--- src/rtl/mem_port_arbiter.sv ---
// mem_port_arbiter: shares one memory port between fetch and data with data priority and wait states
module mem_port_arbiter #(
    parameter int WAIT_STATES = 1
) (
    input  logic        clk,
    input  logic        reset,
    input  logic        if_req,
    input  logic [31:0] if_addr,
    output logic [31:0] if_rdata,
    output logic        if_ready,
    input  logic        dm_req,
    input  logic        dm_we,
    input  logic [1:0]  dm_size,
    input  logic [31:0] dm_addr,
    input  logic [31:0] dm_wdata,
    output logic [31:0] dm_rdata,
    output logic        dm_ready,
    output logic        mem_en,
    output logic        mem_we,
    output logic [1:0]  mem_size,
    output logic [31:0] mem_addr,
    output logic [31:0] mem_wdata,
    input  logic [31:0] mem_rdata,
    output logic        stall
);
    typedef enum logic [1:0] {IDLE, DATA_BUSY, INSTR_BUSY} state_t;
    localparam logic [3:0] WS = 4'(WAIT_STATES);
    state_t      state;
    logic [3:0]  cnt;
    logic [31:0] addr_q, wdata_q;
    logic [1:0]  size_q;
    logic        we_q, busy, dm_elig, if_elig;
    assign busy      = state != IDLE;
    assign dm_elig   = dm_req & ~dm_ready;
    assign if_elig   = if_req & ~if_ready;
    assign mem_en    = busy;
    assign mem_we    = busy & we_q;
    assign mem_size  = busy ? size_q : 2'b00;
    assign mem_addr  = busy ? addr_q : 32'h0;
    assign mem_wdata = busy ? wdata_q : 32'h0;
    assign stall     = (if_req & ~if_ready) | (dm_req & ~dm_ready);
    always_ff @(posedge clk) begin
        if (reset) begin
            state    <= IDLE;
            cnt      <= 4'd0;
            if_ready <= 1'b0;
            dm_ready <= 1'b0;
            if_rdata <= 32'h0;
            dm_rdata <= 32'h0;
            addr_q   <= 32'h0;
            wdata_q  <= 32'h0;
            size_q   <= 2'b00;
            we_q     <= 1'b0;
        end else begin
            if_ready <= 1'b0;
            dm_ready <= 1'b0;
            case (state)
                IDLE: begin
                    cnt <= 4'd0;
                    if (dm_elig) begin
                        state   <= DATA_BUSY;
                        addr_q  <= dm_addr;
                        we_q    <= dm_we;
                        size_q  <= dm_size;
                        wdata_q <= dm_wdata;
                    end else if (if_elig) begin
                        state   <= INSTR_BUSY;
                        addr_q  <= if_addr;
                        we_q    <= 1'b0;
                        size_q  <= 2'b00;
                        wdata_q <= 32'h0;
                    end
                end
                default: begin
                    if (cnt != WS) begin
                        cnt <= cnt + 4'd1;
                    end else begin
                        state <= IDLE;
                        if (state == INSTR_BUSY) begin
                            if_rdata <= mem_rdata;
                            if_ready <= 1'b1;
                        end else begin
                            dm_ready <= 1'b1;
                            if (!we_q) dm_rdata <= mem_rdata;
                        end
                    end
                end
            endcase
        end
    end
endmodule

--- config.mk ---
export PLATFORM = sky130hd
export DESIGN_NAME = mem_port_arbiter
export DESIGN_NICKNAME = d
export VERILOG_FILES = /design/src/rtl/mem_port_arbiter.sv
export SDC_FILE = /design/constraint.sdc
export NUM_CORES = 1
export LEC_CHECK = 0
export ABC_AREA = 1
export ABC_CLOCK_PERIOD_IN_PS = 1600
export BUFFER_PORTS_ARGS = -buffer_cell sky130_fd_sc_hd__buf_2
export CORE_ASPECT_RATIO = 0.5
export CORE_MARGIN = 10
export CORE_UTILIZATION = 40
export DETAILED_ROUTE_END_ITERATION = 7
export MAX_ROUTING_LAYER = met4
export PLACE_DENSITY = 0.69
export REMOVE_ABC_BUFFERS = 1
export SLEW_MARGIN = 0
export SYNTH_ARGS = -nofsm -noshare
export SYNTH_HDL_FRONTEND = slang
export SYNTH_SLANG_ARGS = --single-unit
export TNS_END_PERCENT = 50
--- constraint.sdc ---
create_clock -name clk -period 1.6 [get_ports clk]
set_input_delay 0.32 -clock clk [delete_from_list [all_inputs] [get_ports clk]]
set_output_delay 0.32 -clock clk [all_outputs]
set_load 0.01 [all_outputs]
==> impl_metrics.py, run 1 <==
metrics = {
    "worst_hold_path": {
        "hold_path_class": "input pin to flop",
        "min_to": "if_rdata[2]",
        "worstHoldStart": "mem_rdata[2]",
        "hold_path_depth": 3,
    },
    "status": {
        "outcome": "complete, but fails checks",
        "violations": "negative setup slack",
    },
    "pwr": {
        "leakage_nw": 4.268,
        "powerDensity_nw_per_um2": 1239,
        "peakVddDrop_v": 0.0008767,
    },
    "clock_network": {
        "clockBufferDepth": 2,
        "cts_made_buffers": 17,
        "clk_pin_slew_worst_paths_ns": 0.07,
        "root_buffer": "clkbuf_16",
        "htree_levels": 4,
        "cts_tree": "done",
        "clock_latency_ns": 0.41,
        "postCtsHoldBufs": 0,
        "cts.sinks": 139,
    },
    "yosys": {
        "synth_cells": 901,
        "yosys.cell_types.count": 29,
        "ys_seq_area_frac": 0.4416,
        "synth_warnings": 0,
        "syn-cell-area_um2": 6301,
        "ys_seq_elements": 139,
        "synth.avg_cell_area_um2": 6.993,
    },
    "sta": {
        "relSlewSlack": 0.6149,
        "setup_ws_ns": -0.1356,
        "fin_crit_ns": 1.736,
        "setup_tns_ns": -7.005,
        "setup_viol": 67,
        "hold_violations": 0,
        "holdWs_ns": 0.1418,
        "worstMarginPinSlew_ns": 0.5768,
        "clock-skew-final_ns": 0.01298,
        "max_freq_mhz": 576.2,
        "rsz0062_at_grt": "true",
        "slew_violations": 0,
        "fin_crit_sh": 1.085,
    },
    "global_routing": {
        "grt_max_degree": 59,
        "grtUsageMet3": 0.05474,
        "first_global_vias": 6366,
        "grt_use_met2": 0.3383,
        "gr-max-usage-layer": "met2",
        "grt_pass1_wl_um": 32190,
        "grtUsageTotal": 0.1903,
        "grt-ovfl-total": 0,
        "use_met1": 0.2052,
        "antenna_found_initial": 0,
    },
    "detailed_routing": {
        "viasPerCell": 4.742,
        "wire_per_inst_um": 15.19,
        "drc": 0,
        "wl_um": 20860,
        "firstDrtPassIters": 5,
        "ant_nets": 0,
        "via_count": 6511,
        "drtIter0Drc": 360,
    },
    "die": {
        "ios": 270,
        "die_y_um": 108.8,
        "row_count": 32,
        "dieArea_um2": 21480,
        "initial_core_util": 0.4088,
        "core_area_um2": 15410,
        "die_w_um": 197.5,
    },
    "run": {
        "max_cap_violations": 0,
    },
    "placed_design": {
        "io_buffers": 269,
        "dp_hpwl_um": 14500,
        "gp_congestion": 0.8156,
        "dpl-instance-area_um2": 7797,
        "pre_cts_ws_ns": 0.02105,
    },
    "setup_path": {
        "cp_slowest_cell": "dfxtp_4",
        "crit_type": "flop to output port",
        "r2r_slack_ns": 0.02,
        "cp-end-kind": "output port",
        "r2r-end": "if_rdata[28]",
        "rr_worst_depth": 7,
        "timing.rr.start": "cnt[1]",
        "crit_required_ns": 1.28,
        "cp-start-kind": "flop",
        "cp_max_fo": 8,
        "crit_chain": "nor2_4 > buf_12 > clkbuf_16 > nor2_1 > buf_2",
        "arrival_ns": 1.42,
        "max_stage_delay_ns": 0.35,
    },
    "cells_and_area": {
        "antenna_cells": 0,
        "syn2layout_area_growth_pct": 39.10,
        "postLayoutCoreUtil": 0.5686,
        "finalInstanceArea_um2": 8765,
        "layout-drive-gt1-share": 0.3388,
        "nets": 1293,
    },
}
==> timing repair <==
item                                    4_1_cts  5_1_grt
endpoints found under the setup margin       68      106
setup buffers                                 2        4
endpoints found under the hold margin         0        0
gates resized for setup                      15       42
gates cloned                                  3        1
pin swaps                                     2        0
==> synth_stat cells <==
| cell | instances | area (um^2) |
|---|---|---|
| nor2_2 | 33 | 206.5 |
| o22ai_1 | 1 | 6.260 |
| nand3_1 | 37 | 185.2 |
| xnor2_1 | 1 | 8.760 |
| nand3b_1 | 32 | 240.2 |
| nand2_1 | 169 | 634.4 |
| inv_2 | 4 | 15.01 |
| nand2_4 | 3 | 33.78 |
| nor2_8 | 1 | 20.02 |
| o21ai_1 | 4 | 20.02 |
| nand2_8 | 1 | 20.02 |
| buf_6 | 6 | 67.56 |
| nor3_4 | 1 | 16.27 |
| nand3_2 | 1 | 10.01 |
| clkbuf_1 | 9 | 33.78 |
| buf_2 | 37 | 185.2 |
| buf_1 | 1 | 3.750 |
| o21ai_0 | 60 | 300.3 |
| clkbuf_2 | 2 | 10.01 |
| dfxtp_1 | 139 | 2783 |
| ha_1 | 2 | 25.02 |
| nor3_1 | 1 | 5.000 |
| nor2_4 | 1 | 11.26 |
| buf_4 | 8 | 60.06 |
| nand2_2 | 2 | 12.51 |
| inv_1 | 72 | 270.3 |
| a21oi_1 | 72 | 360.4 |
| nor2_1 | 200 | 750.7 |
| or2_2 | 1 | 6.260 |
==> kinds of logic after synthesis <==
group,share of synthesized area
fa+ha+maj,0.003971
flops,0.4416
xor+xnor,0.001390
buf+inv,0.1025
compound gates,0.1090
simple gates,0.3415
==> power breakdown <==
group	internal [mW]	leakage (nW)	switching, mW
Combinational	1.21	2.85	1.71
Sequential	3.86	1.14	0.200
Clock	2.20	0.279	1.68
Total	7.27	4.27	3.59
==> registers in the layout (all words and copies together), names as in the netlist <==
register  cells
addr_q       32
dm_rdata     32
if_rdata     32
wdata_q      32
cnt           4
size_q        2
state         2
dm_ready      1
if_ready      1
we_q          1
==> layer usage <==
| layer | vias up | share of wire |
|---|---|---|
| li1 | 3317 | - |
| met1 | 3013 | 0.41 |
| met2 | 159 | 0.52 |
| met3 | 22 | 0.060 |
| met4 | 0 | 0.016 |
| met5 | - | 0 |
==> critical path, delay by kind of cell (launching register included) <==
kind	cells	cell delay (ns)
DFF	1	0.35
and+or+nand+nor	2	0.16
buffers and inverters	3	0.49
==> cell usage in the layout (no fill, tap or decap), types with 4 or more instances in the layout <==
cell type  instances
o21ai_0           59
clkbuf_16         18
buf_12            10
buf_2            258
buf_6             12
nand3_1           37
nand2_1          169
dfxtp_1          137
nand3b_1          32
buf_4             14
a21oi_1           72
o21ai_1            5
inv_6              5
inv_8              4
nor2_2            35
inv_2              4
inv_1             71
nor2_1           186
nor2_4            13
==> through the flow <==
stage / cells / power, mW
6_report: 1373 / 10.86
3_3_place_gp: 1331 / 6.620
3_5_place_dp: 1331 / 6.677
2_1_floorplan: 838 / 5.517
4_1_cts: 1368 / 10.79
5_1_grt: 1373 / 11.45
==> worst max-delay path by stage <==
stage	start	endpoint	slack, ns	cells after the start
2_1_floorplan	state[1]	addr_q[0]	-1.93	4
3_3_place_gp	cnt[1]	if_rdata[17]	0.10	7
3_5_place_dp	cnt[1]	if_rdata[27]	0.02	7
4_1_cts	state[0]	mem_we	-0.13	5
5_1_grt	state[0]	mem_addr[16]	-0.18	5
6_report	state[0]	mem_addr[16]	-0.14	5
==> layout make-up <==
type                            count  area, um^2
Multi-Input combinational cell    623        2977
Timing Repair Buffer              299        1872
Inverter                           76       290.3
Sequential cell                   139        2790
Fill cell                        1466        6650
Clock inverter                     15       155.1
Clock buffer                       17       425.4
Tap cell                          204       255.2
No activity file was read; power rests on OpenSTA's default activity.
==> run 2, diff against run 1 <==
--- a/config.mk
+++ b/config.mk
@@ -7,13 +7,12 @@
 export LEC_CHECK = 0
 export ABC_AREA = 1
 export ABC_CLOCK_PERIOD_IN_PS = 1600
-export BUFFER_PORTS_ARGS = -buffer_cell sky130_fd_sc_hd__buf_2
 export CORE_ASPECT_RATIO = 0.5
 export CORE_MARGIN = 10
 export CORE_UTILIZATION = 40
 export DETAILED_ROUTE_END_ITERATION = 7
+export DONT_BUFFER_PORTS = 1
 export MAX_ROUTING_LAYER = met4
-export PLACE_DENSITY = 0.69
 export REMOVE_ABC_BUFFERS = 1
 export SLEW_MARGIN = 0
 export SYNTH_ARGS = -nofsm -noshare
==> impl_metrics.py, run 2 (synthesis gave the netlist of run 1 again) <==
metrics = {
    "status": {
        "outcome": "complete, but fails checks",
        "violations": "negative setup slack",
    },
    "clock_network": {
        "clk_pin_slew_worst_paths_ns": 0.07,
        "cts.sinks": 139,
        "cts_made_buffers": 17,
        "root_buffer": "clkbuf_16",
        "clockBufferDepth": 2,
        "htree_levels": 4,
        "cts_tree": "done",
        "clock_latency_ns": 0.42,
    },
    "placed_design": {
        "io_buffers": 0,
        "gp_congestion": 0.7540,
        "dpl-instance-area_um2": 6416,
        "pre_cts_ws_ns": 0.05607,
        "dp_hpwl_um": 12780,
        "placed_cells": 1059,
    },
    "cells_and_area": {
        "final_cell_mix": "nand2_1 (169), dfxtp_1 (137), nor2_1 (133)",
        "syn2layout_area_growth_pct": 18.94,
        "multiInputGateArea_um2": 3104,
        "fillerInstances": 1479,
        "finalInstanceArea_um2": 7495,
        "antenna_cells": 0,
        "final_common_cell": "nand2_1",
        "nets": 1026,
        "regArea_um2": 2790,
        "fin_cells": 1106,
        "layout-drive-gt1-share": 0.2007,
    },
    "global_routing": {
        "grt_pass1_wl_um": 29790,
        "first_global_vias": 5370,
        "grt_max_degree": 70,
        "antenna_found_initial": 0,
        "grtUsageTotal": 0.1787,
        "grt-ovfl-total": 0,
    },
    "sta": {
        "hold_violations": 0,
        "fin_crit_sh": 1.032,
        "max_freq_mhz": 605.6,
        "clock-skew-final_ns": 0.01444,
        "fin_crit_ns": 1.651,
        "rsz0062_at_grt": "true",
        "setup_viol": 67,
        "setup_tns_ns": -2.039,
        "setup_ws_ns": -0.05127,
        "relSlewSlack": 0.6733,
        "slew_violations": 0,
        "worstMarginPinSlew_ns": 0.4900,
    },
    "die": {
        "dieArea_um2": 21480,
        "core_area_um2": 15410,
        "ios": 270,
        "row_count": 32,
        "die_y_um": 108.8,
        "initial_core_util": 0.4088,
        "die_w_um": 197.5,
    },
    "run": {
        "max_cap_violations": 0,
    },
    "setup_path": {
        "cp-end-kind": "output port",
        "cp_max_fo": 8,
        "cp-start-kind": "flop",
        "crit_required_ns": 1.28,
        "rr_worst_depth": 5,
        "arrival_ns": 1.33,
        "crit_type": "flop to output port",
    },
    "detailed_routing": {
        "ant_nets": 0,
        "wire_per_inst_um": 17.67,
        "drtIter0Drc": 321,
        "firstDrtPassIters": 4,
        "viasPerCell": 5.005,
        "drc": 0,
        "via_count": 5536,
        "wl_um": 19550,
    },
    "pwr": {
        "power.total_mw": 10.31,
        "leakage_nw": 2.997,
        "peakVddDrop_v": 0.0008218,
        "powerDensity_nw_per_um2": 1376,
    },
    "worst_hold_path": {
        "hold_path_class": "input pin to flop",
        "hold_path_depth": 2,
    },
}
## run 2: cell types whose count changed in the layout (fill, tap and decap cells not counted), sizes merged
cell      previous run  this run
clkinvlp             3         2
buf                297        31
inv                 84        81
bufinv               1         0
clkinv               3         7
## run 2: report_power, final
part	internal, mW	switching (mW)	total, mW
logic	0.884	1.49	2.37
registers	3.86	0.346	4.21
clock network	2.05	1.68	3.73
## run 2: worst max-delay path: stages, from the launching register on
cell and delay, ns:
dfxtp_4 0.37, nor2_4 0.05, buf_4 0.13, buf_12 0.12, buf_16 0.14, nor2_4 0.11
## run 2: final cells by class
type                    count  area share
flip-flops and latches    139      0.3723
repair buffers             32     0.06578
inverters                  76     0.03840
multi-input cells         623      0.4142
well taps                 204     0.03406
clock buffers              18     0.05726
clock inverters            14     0.01803
## run 2: final timing paths
check | start | end | slack [ns]
worst max-delay path | state[1] | mem_addr[27] | -0.05
worst min-delay path | mem_rdata[14] | if_rdata[14] | 0.04
worst max register to register | state[0] | wdata_q[2] | 0.08
worst min register to register | wdata_q[14] | wdata_q[14] | 0.46
## run 2: stage by stage
| step | hold slack, ns | util |
|---|---|---|
| CTS | 0.02267 | 0.4846 |
| global route | 0.02355 | 0.4862 |
| finish | 0.03555 | 0.4862 |
| floorplan | 0.3891 | - |
| global placement | 0.3932 | 0.4162 |
| detailed placement | 0.3966 | 0.4162 |
## run 2: metal layers
layer	vias up	part of all wire	track usage
met5	-	0	-
met4	0	0.020	0.06866
met3	25	0.088	0.05935
met2	175	0.49	0.2968
met1	2545	0.40	0.1980
li1	2791	-	-
## run 2: what timing repair did
| item | CTS | global route |
|---|---|---|
| gates resized for setup | 90 | 6 |
| buffers inserted | 9 | 0 |
| endpoints found under the setup margin | 68 | 101 |
| hold endpoints to repair | 38 | 0 |
| hold buffers | 1 | 0 |
| pin swaps | 1 | 0 |
| cloned | 5 | 0 |
